### config.mk
export PLATFORM = sky130hd
export DESIGN_NAME = ssdt_echo
export DESIGN_NICKNAME = d
export VERILOG_FILES = /design/src/rtl/ssdt_echo.sv
export SDC_FILE = /design/constraint.sdc
export NUM_CORES = 1
export LEC_CHECK = 0
export BUFFER_PORTS_ARGS = -buffer_cell sky130_fd_sc_hd__buf_2
export CAP_MARGIN = 20
export CORE_MARGIN = 10
export CORE_UTILIZATION = 41
export DETAILED_ROUTE_END_ITERATION = 12
export SETUP_SLACK_MARGIN = 0.1
export SLEW_MARGIN = 20
export SYNTH_ARGS = -nofsm -noshare
export SYNTH_HDL_FRONTEND = slang
export SYNTH_SLANG_ARGS = --single-unit
### constraint.sdc
create_clock -name clk -period 4.3 [get_ports clk]
set_clock_uncertainty 0.15 [all_clocks]
set_input_delay 0.86 -clock clk [delete_from_list [all_inputs] [get_ports clk]]
set_output_delay 0.86 -clock clk [all_outputs]
set_load 0.005 [all_outputs]
### src/rtl/ssdt_echo.sv
// ssdt_echo: far end of an SSDT valid/data stream.
// Incoming words go into a circular FIFO with no backpressure. They are
// returned in order at a paced rate, XORed with a fixed mask on the way out.
// A word that arrives while the FIFO is full and nothing leaves on that edge
// is dropped, and the sticky overflow flag is set.
module ssdt_echo #(
  parameter int              DATA_W   = 4,
  parameter int              DEPTH    = 8,
  parameter int              GAP      = 0,
  parameter logic [DATA_W-1:0] XOR_MASK = '0
) (
  input  logic                       clk,
  input  logic                       rst,
  input  logic [DATA_W-1:0]          in_data,
  input  logic                       in_valid,
  output logic                       out_valid,
  output logic [DATA_W-1:0]          out_data,
  output logic                       overflow,
  output logic [$clog2(DEPTH+1)-1:0] fill_level
);

  localparam int AW = (DEPTH > 1) ? $clog2(DEPTH) : 1;
  localparam int CW = $clog2(DEPTH + 1);
  localparam logic [CW-1:0] FULL_CNT = CW'(DEPTH);
  localparam logic [3:0]    GAP_LD   = 4'(GAP);

  logic [DATA_W-1:0] mem [DEPTH];
  logic [AW-1:0]     rd_ptr_reg, wr_ptr_reg;
  logic [CW-1:0]     count_reg, count_next;
  logic [3:0]        gap_cnt_reg, gap_cnt_next;

  logic pop, push, drop, full;

  // Handshake decisions are made from pre-edge state. A pop on the same edge
  // frees a slot, so a full FIFO still accepts a word when it is also popping.
  always_comb begin
    full = (count_reg == FULL_CNT);
    pop  = (count_reg != '0) && (gap_cnt_reg == 4'd0);
    push = in_valid && (!full || pop);
    drop = in_valid && full && !pop;
  end

  // Compute the next occupancy and pacing counter.
  always_comb begin
    count_next = count_reg;
    if (push && !pop)
      count_next = count_reg + 1'b1;
    else if (pop && !push)
      count_next = count_reg - 1'b1;

    gap_cnt_next = gap_cnt_reg;
    if (pop)
      gap_cnt_next = GAP_LD;
    else if (gap_cnt_reg != 4'd0)
      gap_cnt_next = gap_cnt_reg - 4'd1;
  end

  // Storage array: it has no reset. Stale contents are unreachable after
  // reset because the pointers and count are cleared.
  always_ff @(posedge clk) begin
    if (push && !rst)
      mem[wr_ptr_reg] <= in_data;
  end

  // Update pointers, count, pacing and the output register.
  always_ff @(posedge clk or posedge rst) begin
    if (rst) begin
      rd_ptr_reg  <= '0;
      wr_ptr_reg  <= '0;
      count_reg   <= '0;
      gap_cnt_reg <= 4'd0;
      out_valid   <= 1'b0;
      out_data    <= '0;
      overflow    <= 1'b0;
    end else begin
      count_reg   <= count_next;
      gap_cnt_reg <= gap_cnt_next;
      out_valid   <= pop;
      if (pop) begin
        out_data   <= mem[rd_ptr_reg] ^ XOR_MASK;
        rd_ptr_reg <= rd_ptr_reg + 1'b1;
      end
      if (push)
        wr_ptr_reg <= wr_ptr_reg + 1'b1;
      if (drop)
        overflow <= 1'b1;
    end
  end

  assign fill_level = count_reg;

endmodule

# --- After elaboration in Yosys (flattened, before gate mapping) ---
# Memories as Yosys holds them, arrays and structs flattened. A register that Yosys moved wholly into a read port is not among the register bits.
# Index checks and enable logic that the tools add are counted.
classes:
  addsub: 5
  eq_ne: 1
  n_mux: 6
  reduce_logical: 17
op_table:
  columns: ["operator", "n"]
  rows:
  - ["$mux W4", 4]
  - ["$reduce_bool A4 Y1", 2]
  - ["$sub A4 B1 Y4 const B", 2]
  - ["$logic_and A1 B1 Y1", 7]
  - ["$add A3 B1 Y3 const B", 2]
  - ["$add A4 B1 Y4 const B", 1]
  - ["$eq A4 B4 Y1 const B", 1]
  - ["$logic_not A1 Y1", 4]
  - ["$logic_not A4 Y1", 1]
  - ["$reduce_bool A2 Y1", 2]
  - ["$mux W1", 2]
  - ["$logic_or A1 B1 Y1", 1]
word_totals:
  register_bits: 16
  ram_bits: 32
  input_bits: 7
  output_inout_bits: 10
  wordCells: 36
  n_memories: 1
memory_table:
  columns: ["name", "depth", "width", "rd", "rd_clocked_by_memory_dff", "write_ports", "line_no", "source"]
  rows:
  - ["mem", 8, 4, 1, 1, 1, "27", "logic [DATA_W-1:0] mem [DEPTH];"]

# --- Depth between registers and ports, before layout ---
# Gate-level depths: netlist of the first run.
logic_depth:
  word_depth: 8
  ltp_mapped: 13
  depth_no_buf: 13

# --- Worst setup path after synthesis of the first run ---
# Ideal clock, no wire load.
synth_path:
  kind: "register to register"
  startpoint: "register gap_cnt_reg[0]"
  endpoint: "register count_reg[3] (netlist: fill_level[3])"
  setup_time_ns: 0.136
  arrival_time_ns: 2.629
  t_required_ns: 4.014
  slack_ns: 1.385
  stages_incl_launch_ff: 13
  n_path_buf: 1
  period_less_slack_ns: 2.915
  cell_sequence: "dfrtp_1 -> inv_1 -> ha_1 -> or3b_4 -> nor2_4 -> buf_4 -> inv_1 -> ha_1 -> inv_1 -> ha_1 -> a21o_1 -> a2111oi_0 -> o31ai_1"
synth_via:
  elab_chain_cells: 7
  elab_cells_between_ends: 10
  classes_between: "mux (1); reduce/logical (9)"
synth_lines:
  columns: ["item", "line_no", "source"]
  rows:
  - ["from (decl)", "30", "logic [3:0] gap_cnt_reg, gap_cnt_next;"]
  - ["from (signal assigned)", "77", "gap_cnt_reg <= gap_cnt_next;"]
  - ["$logic_not A4 Y1 *", "38", "pop = (count_reg != '0) && (gap_cnt_reg == 4'd0);"]
  - ["$logic_and A1 B1 Y1 *", "38", null]
  - ["via pop", "32", "logic pop, push, drop, full;"]
  - ["$logic_or A1 B1 Y1", "39", "push = in_valid && (!full || pop);"]
  - ["$logic_and A1 B1 Y1", "39", null]
  - ["$logic_not A1 Y1", "48", "else if (pop && !push)"]
  - ["$logic_and A1 B1 Y1", "48", null]
  - ["$reduce_bool A2 Y1 (no line)", null, null]
  - ["to (signal assigned)", "76", "count_reg <= count_next;"]
  - ["to (decl)", "29", "logic [CW-1:0] count_reg, count_next;"]
# The timed path passes the listed nets; every way through them passes the cells marked *.
# A chain may end at the register's enable or synchronous reset.

# --- Worst setup path after layout of the first run ---
layout_path:
  startpoint: "register gap_cnt_reg[0]"
  endpoint: "register count_reg[3] (netlist: fill_level[3])"
layout_via:
  elab_chain_cells: 7
  elab_cells_between_ends: 10
  classes_between: "mux (1); reduce/logical (9)"
layout_lines:
  columns: ["item", "line_no"]
  rows:
  - ["$logic_not A4 Y1 *", "38"]
  - ["$logic_and A1 B1 Y1 *", "38"]
  - ["$logic_or A1 B1 Y1", "39"]
  - ["$logic_and A1 B1 Y1", "39"]
  - ["$logic_not A1 Y1", "48"]
  - ["$logic_and A1 B1 Y1", "48"]
  - ["$reduce_bool A2 Y1 (no line)", null]
# Every way passes the cells marked *; elsewhere a longest branch is shown, timed or not.

==> results.cfg, run 1 <==
[drt]
firstDrtPassIters = 4
wl_met1_mm = 1.75
avgViaCountPerCell = 5.11
route.met2.wl_mm = 1.88
dr.max_layer_used = met4
drtIter0Drc = 53
routed_wirelength_mm = 3.83
met3WireLength_um = 177
ant_nets = 0
route.vias.total = 1212
route.detailed.drc = 0
wire_per_inst_um = 16.2

[sta]
rsz0062_at_grt = false
tns_ns = 0
relSlewSlack_pct = 54.8
slew_viol_final = 0
hold_violations = 0
worstMarginPinSlew_ns = 0.673
fin_crit_sh_pct = 73.7
layout_setup_ws_ns = 1.13
max_clock_freq_mhz = 316
setup-violations-final = 0
min_period_ns = 3.17

[clock_tree]
post_cts.repair.setup_buffers = 0
clk_latency_ns = 0.30
cts.htree.levels = 2
cts-root-buf = clkbuf_8
numCtsBuffers = 5
clock_sinks = 52
clkSlewWorstSetupHoldPaths_ns = 0.10
clockBufferDepth = 2
cts_tree = done
hold_buffers = 0
cts_resized = 0

[die]
core-area_um2 = 5200
ioPinCount = 17
dieArea_um2 = 8800
start_util_pct = 42.9
row_count = 26
fp.dieH_um = 93.8
fp.dieW_um = 93.8

[yosys]
async_flop_share_pct = 38.5
ys_warn_count = 0
synthMostInstantiatedCell = edfxtp_1
netlist_instances = 148
syn_area_um2 = 2230
synth_edf_count = 32
syn_avg_cell_area_um2 = 15.1
ys_top_cells_by_area = edfxtp_1 43%, dfrtp_1 22%, mux4_2 8.1%, ha_1 3.4%, mux2i_1 2.2%
synth_nets = 162
synth_commonest_cells = 32 x edfxtp_1, 20 x dfrtp_1, 9 x nor2_1, 9 x nor3_1, 8 x mux4_2
ys.flop_type = edfxtp_1
ys_seq_area_share_pct = 65.5
synth_top_area_share_pct = 43.0
synth_cell_types = 33
yosys.area.top_type = edfxtp_1
ys_ff_latch = 52

[placement]
port_buffers = 16
dpl.cell_count = 229
dpl_worst_slack_ns = 1.16
dp.final_hpwl_mm = 2.83
gp_congestion = 0.712

[power_and_ir_drop]
p_int_uw = 998
p_clk_share_pct = 18.7
p_leak_nw = 0.942
seqPwrFrac_pct = 50.9
switching_share_pct = 33.6
power.share.combinational_pct = 30.4
p_per_area_nw_per_um2 = 608
total_power_mw = 1.50
p_sw_uw = 505
ir_drop_mv = 0.310

[cells_and_area]
diodes = 0
stdcell_count = 237
largest_reg_flops = 32
nets = 180
syn_to_final_growth_pct = 10.7
largest_register = mem
drive_gt1_share_pct = 25.1

[min_path]
holdCritPathClass = flip-flop to flip-flop

[grt]
gr-usage-all-layers_pct = 9.30
grt_pass1_vias = 1286
grt_start_max_net_pins = 21
antenna_found_initial = 0
overflow = 0
grt_pass1_wl_mm = 6.42

[critical_path]
crit_arrival_ns = 3.20
cp-start-kind = flip-flop
cp_max_fo = 13
worstSetupPathType = flip-flop to flip-flop
cp-end-kind = flip-flop
required_ns = 4.33

[outcome]
outcome = finished clean

[run]
maxCapViolCount = 0
[stage by stage]
step           utilization, %  cell area, um^2  hold slack [ns]
5_1_grt                  47.5             2470            0.343
6_report                 47.5             2470            0.315
3_3_place_gp             45.7             2380            0.317
3_5_place_dp             45.7             2380            0.299
4_1_cts                  47.5             2470            0.322
2_1_floorplan               -             2230            0.311
[metal layers]
metal | global-route usage [%] | up-vias
met5 | 0 | -
met4 | 2.53 | 0
met3 | 3.36 | 2
met2 | 14.9 | 19
met1 | 11.6 | 610
li1 | - | 581
[final timing paths]
kind | start | end | slack, ns | depth (start not counted)
max reg2reg | gap_cnt_reg[0] | fill_level[3] | 1.13 | 12
max in group asynchronous | rst | out_data[3] | 3.34 | 3
max | gap_cnt_reg[0] | fill_level[3] | 1.13 | 12
min in group asynchronous | rst | wr_ptr_reg[2] | 0.45 | 3
min | overflow | overflow | 0.32 | 1
min reg2reg | overflow | overflow | 0.32 | 1
[cell type report]
class,count,area [um^2]
fill,455,2730
sequential,52,1460
multi-input combinational,83,717
timing repair buffer,17,87.6
tap,70,87.6
clock buffer,5,68.8
inverter,7,26.3
clock inverter,3,22.5
[cells in the final DEF (no fill, tap or decap), types with 6 or more instances in the layout]
cell      synthesis  final
nand3_1           7      7
mux4_2            8      8
ha_1              6      6
nand2_1           6      6
dfrtp_1          20     20
nor3_1            9      9
edfxtp_1         32     32
buf_2             1     16
nor2_1            9      9
inv_1             7      7
[cell families after synthesis]
logic type | after synthesis | share of synthesized area, %
and+or+nand+nor | 39 | 9.36
adders and majority gates | 7 | 4.26
xor gates and xnor gates | 6 | 2.35
muxes | 16 | 12.0
DFF | 52 | 65.5
buffers and inverters | 13 | 2.41
AOI/OAI and AO/OA | 15 | 4.15
[power groups by stage]
stage,logic (mW),registers (mW),clock network (mW)
floorplan,0.392,0.705,0
global placement,0.437,0.773,0
detailed placement,0.462,0.778,0
CTS,0.465,0.767,0.287
global route,0.515,0.784,0.310
finish,0.457,0.764,0.281
[critical path, cell delays in order (launching register included)]
cell     delay [ns]
dfrtp_1        0.40
inv_1          0.08
ha_1           0.22
or3b_4         0.43
nor2_4         0.29
inv_1          0.08
ha_1           0.25
inv_1          0.16
ha_1           0.26
a21o_1         0.19
a21oi_1        0.22
mux2i_1        0.24
o31ai_1        0.10
Power figures use the tool's default switching activity.
==> run 2: changes to the inputs <==
ABC_AREA = 1   (was default)
clock period = 2.55 ns   (was 4.3 ns; I/O delays follow)
==> results.cfg, run 2 <==
[drt]
routed_wirelength_mm = 4.65
drtIter0Drc = 86
ant_nets = 0
route.vias.total = 1615
route.detailed.drc = 0
avgViaCountPerCell = 4.72
firstDrtPassIters = 7
wire_per_inst_um = 13.6

[critical_path]
required_ns = 2.59
crit_arrival_ns = 2.37
slowest_delay_ns = 0.47
rr_worst_depth = 14
cp_max_fo = 6
crit_top_cell = nand2_1
critical_path.slowest_cell = dfrtp_1
cp-end-kind = flip-flop
worstSetupPathType = flip-flop to flip-flop
cp-start-kind = flip-flop
path_cells = nor2_1 > nand2_1 > nand2_4 > nand2_4 > nand2_2 > inv_2 > ha_4 > inv_2 > ha_4 > or2_2 > nand3_1 > nand2_1 > nand2_1 > nand2_1
r2r_slack_ns = 0.22

[yosys]
ys.flop_type = edfxtp_1
syn_avg_cell_area_um2 = 9.88
syn_area_um2 = 2420
synth_nets = 259
ys_seq_area_share_pct = 60.4
synth_edf_count = 32
async_flop_share_pct = 38.5
synthMostInstantiatedCell = nand2_1
netlist_instances = 245
synth_top_area_share_pct = 39.7
ys_warn_count = 0
synth_cell_types = 27
ys_top_cells_by_area = edfxtp_1 40%, dfrtp_1 21%, nand2_1 12%, nand3_1 6.8%, inv_1 5.3%
yosys.area.top_type = edfxtp_1
synth_commonest_cells = 75 x nand2_1, 34 x inv_1, 33 x nand3_1, 32 x edfxtp_1, 20 x dfrtp_1
ys_ff_latch = 52

[die]
row_count = 27
dieArea_um2 = 9380
core-area_um2 = 5610
start_util_pct = 43.2
fp.dieH_um = 96.8
fp.dieW_um = 96.8
ioPinCount = 17

[sta]
relSlewSlack_pct = 68.8
holdWs_ns = 0.0917
rsz0062_at_grt = false
fin_crit_sh_pct = 91.5
slew_viol_final = 0
setup-violations-final = 0
hold_violations = 0
max_clock_freq_mhz = 429
min_period_ns = 2.33
worstMarginPinSlew_ns = 0.467
tns_ns = 0

[cells_and_area]
largest_reg_flops = 32
largest_register = mem
stdcell_count = 342
diodes = 0
final_common_cell = nand2_1
drive_gt1_share_pct = 18.9
syn_to_final_growth_pct = 12.4
final_cell_mix = 75 x nand2_1, 33 x nand3_1, 32 x edfxtp_1
nets = 283

[power_and_ir_drop]
p_per_area_nw_per_um2 = 979
ir_drop_mv = 0.509
p_leak_nw = 1.25

[clock_tree]
cts_tree = done
clockBufferDepth = 2
post_cts.repair.setup_buffers = 0
clk_latency_ns = 0.29
hold_buffers = 0
cts-root-buf = clkbuf_8
cts.htree.levels = 2
numCtsBuffers = 5
clock_sinks = 52
clkSlewWorstSetupHoldPaths_ns = 0.09

[placement]
port_buffers = 16
gp_congestion = 0.794
dp.final_hpwl_mm = 3.41
dpl.cell_count = 334

[grt]
grt_start_max_net_pins = 18
grt_util_met3_pct = 3.05
gr-usage-all-layers_pct = 10.2
grt_pass1_wl_mm = 7.96
grt_pass1_vias = 1652
antenna_found_initial = 0
grt_use_met1_pct = 13.2
use_met2_pct = 15.9
grt_busiest_layer = met2
overflow = 0

[min_path]
holdCritPathClass = input port to asynchronous set/reset pin

[outcome]
outcome = finished clean

[run]
maxCapViolCount = 0
-- run 2: where the power goes --
group / total, mW / internal, mW / switching [mW] / leakage, nW
registers: 1.22 / 1.05 / 0.177 / 0.536
logic: 0.998 / 0.413 / 0.585 / 0.677
clock network: 0.440 / 0.193 / 0.247 / 0.0422
-- run 2: layer usage --
layer / wire length, um / share of wire, % / up-vias
met5: 0 / 0 / -
met2: 2140 / 46 / 23
li1: - / - / 832
met4: 31 / 0.67 / 0
met3: 196 / 4.2 / 2
met1: 2290 / 49 / 758
-- run 2: per-stage QoR --
| step | util [%] | setup slack [ns] | area (um^2) | power [mW] |
|---|---|---|---|---|
| after floorplan | - | 0.111 | 2420 | 1.92 |
| after global placement | 46.4 | 0.100 | 2600 | 2.20 |
| after detailed placement | 46.4 | 0.0438 | 2600 | 2.22 |
| after CTS | 48.1 | 0.105 | 2700 | 2.66 |
| after global routing | 48.5 | 0.0993 | 2720 | 2.92 |
| final | 48.5 | 0.216 | 2720 | 2.66 |
-- run 2: cell type report --
| type | instances | area, um^2 |
|---|---|---|
| fill | 532 | 2890 |
| sequential | 52 | 1460 |
| multi-input combinational | 151 | 827 |
| inverter | 38 | 143 |
| timing repair buffer | 21 | 118 |
| tap | 72 | 90.1 |
| clock buffer | 7 | 76.3 |
| clock inverter | 1 | 5.00 |
-- run 2: cell families (layout without fill, tap and decap cells) --
| group | Yosys count | after routing | synth area share, % |
|---|---|---|---|
| AND/OR/NAND/NOR | 132 | 132 | 25.2 |
| flip-flops | 52 | 52 | 60.4 |
| buffers and inverters | 42 | 67 | 6.98 |
| adder cells (fa/ha/maj) | 7 | 7 | 3.93 |
| AO/OA/AOI/OAI | 7 | 7 | 1.65 |
| XOR/XNOR | 5 | 5 | 1.81 |
-- run 2: path summary, 6_finish.rpt --
path                          startpoint              to
setup / recovery           fill_level[1]   fill_level[3]
hold / removal                       rst   rd_ptr_reg[1]
setup reg to reg           fill_level[1]   fill_level[3]
hold reg to reg                 overflow        overflow
max in group asynchronous            rst  gap_cnt_reg[2]
min in group clk                overflow        overflow
-- run 2: what timing repair did --
action / 4_1_cts / 5_1_grt
pin swaps: 1 / 1
setup endpoints to repair: 1 / 1
resized for setup: 3 / 5
-- run 2: worst max-delay path, delay by kind of cell, from the launching register on --
| family | cells | cell delay (ns) |
|---|---|---|
| AND/OR/NAND/NOR | 10 | 1.12 |
| adder cells (fa/ha/maj) | 2 | 0.36 |
| flip-flops | 1 | 0.47 |
| buffers and inverters | 2 | 0.14 |
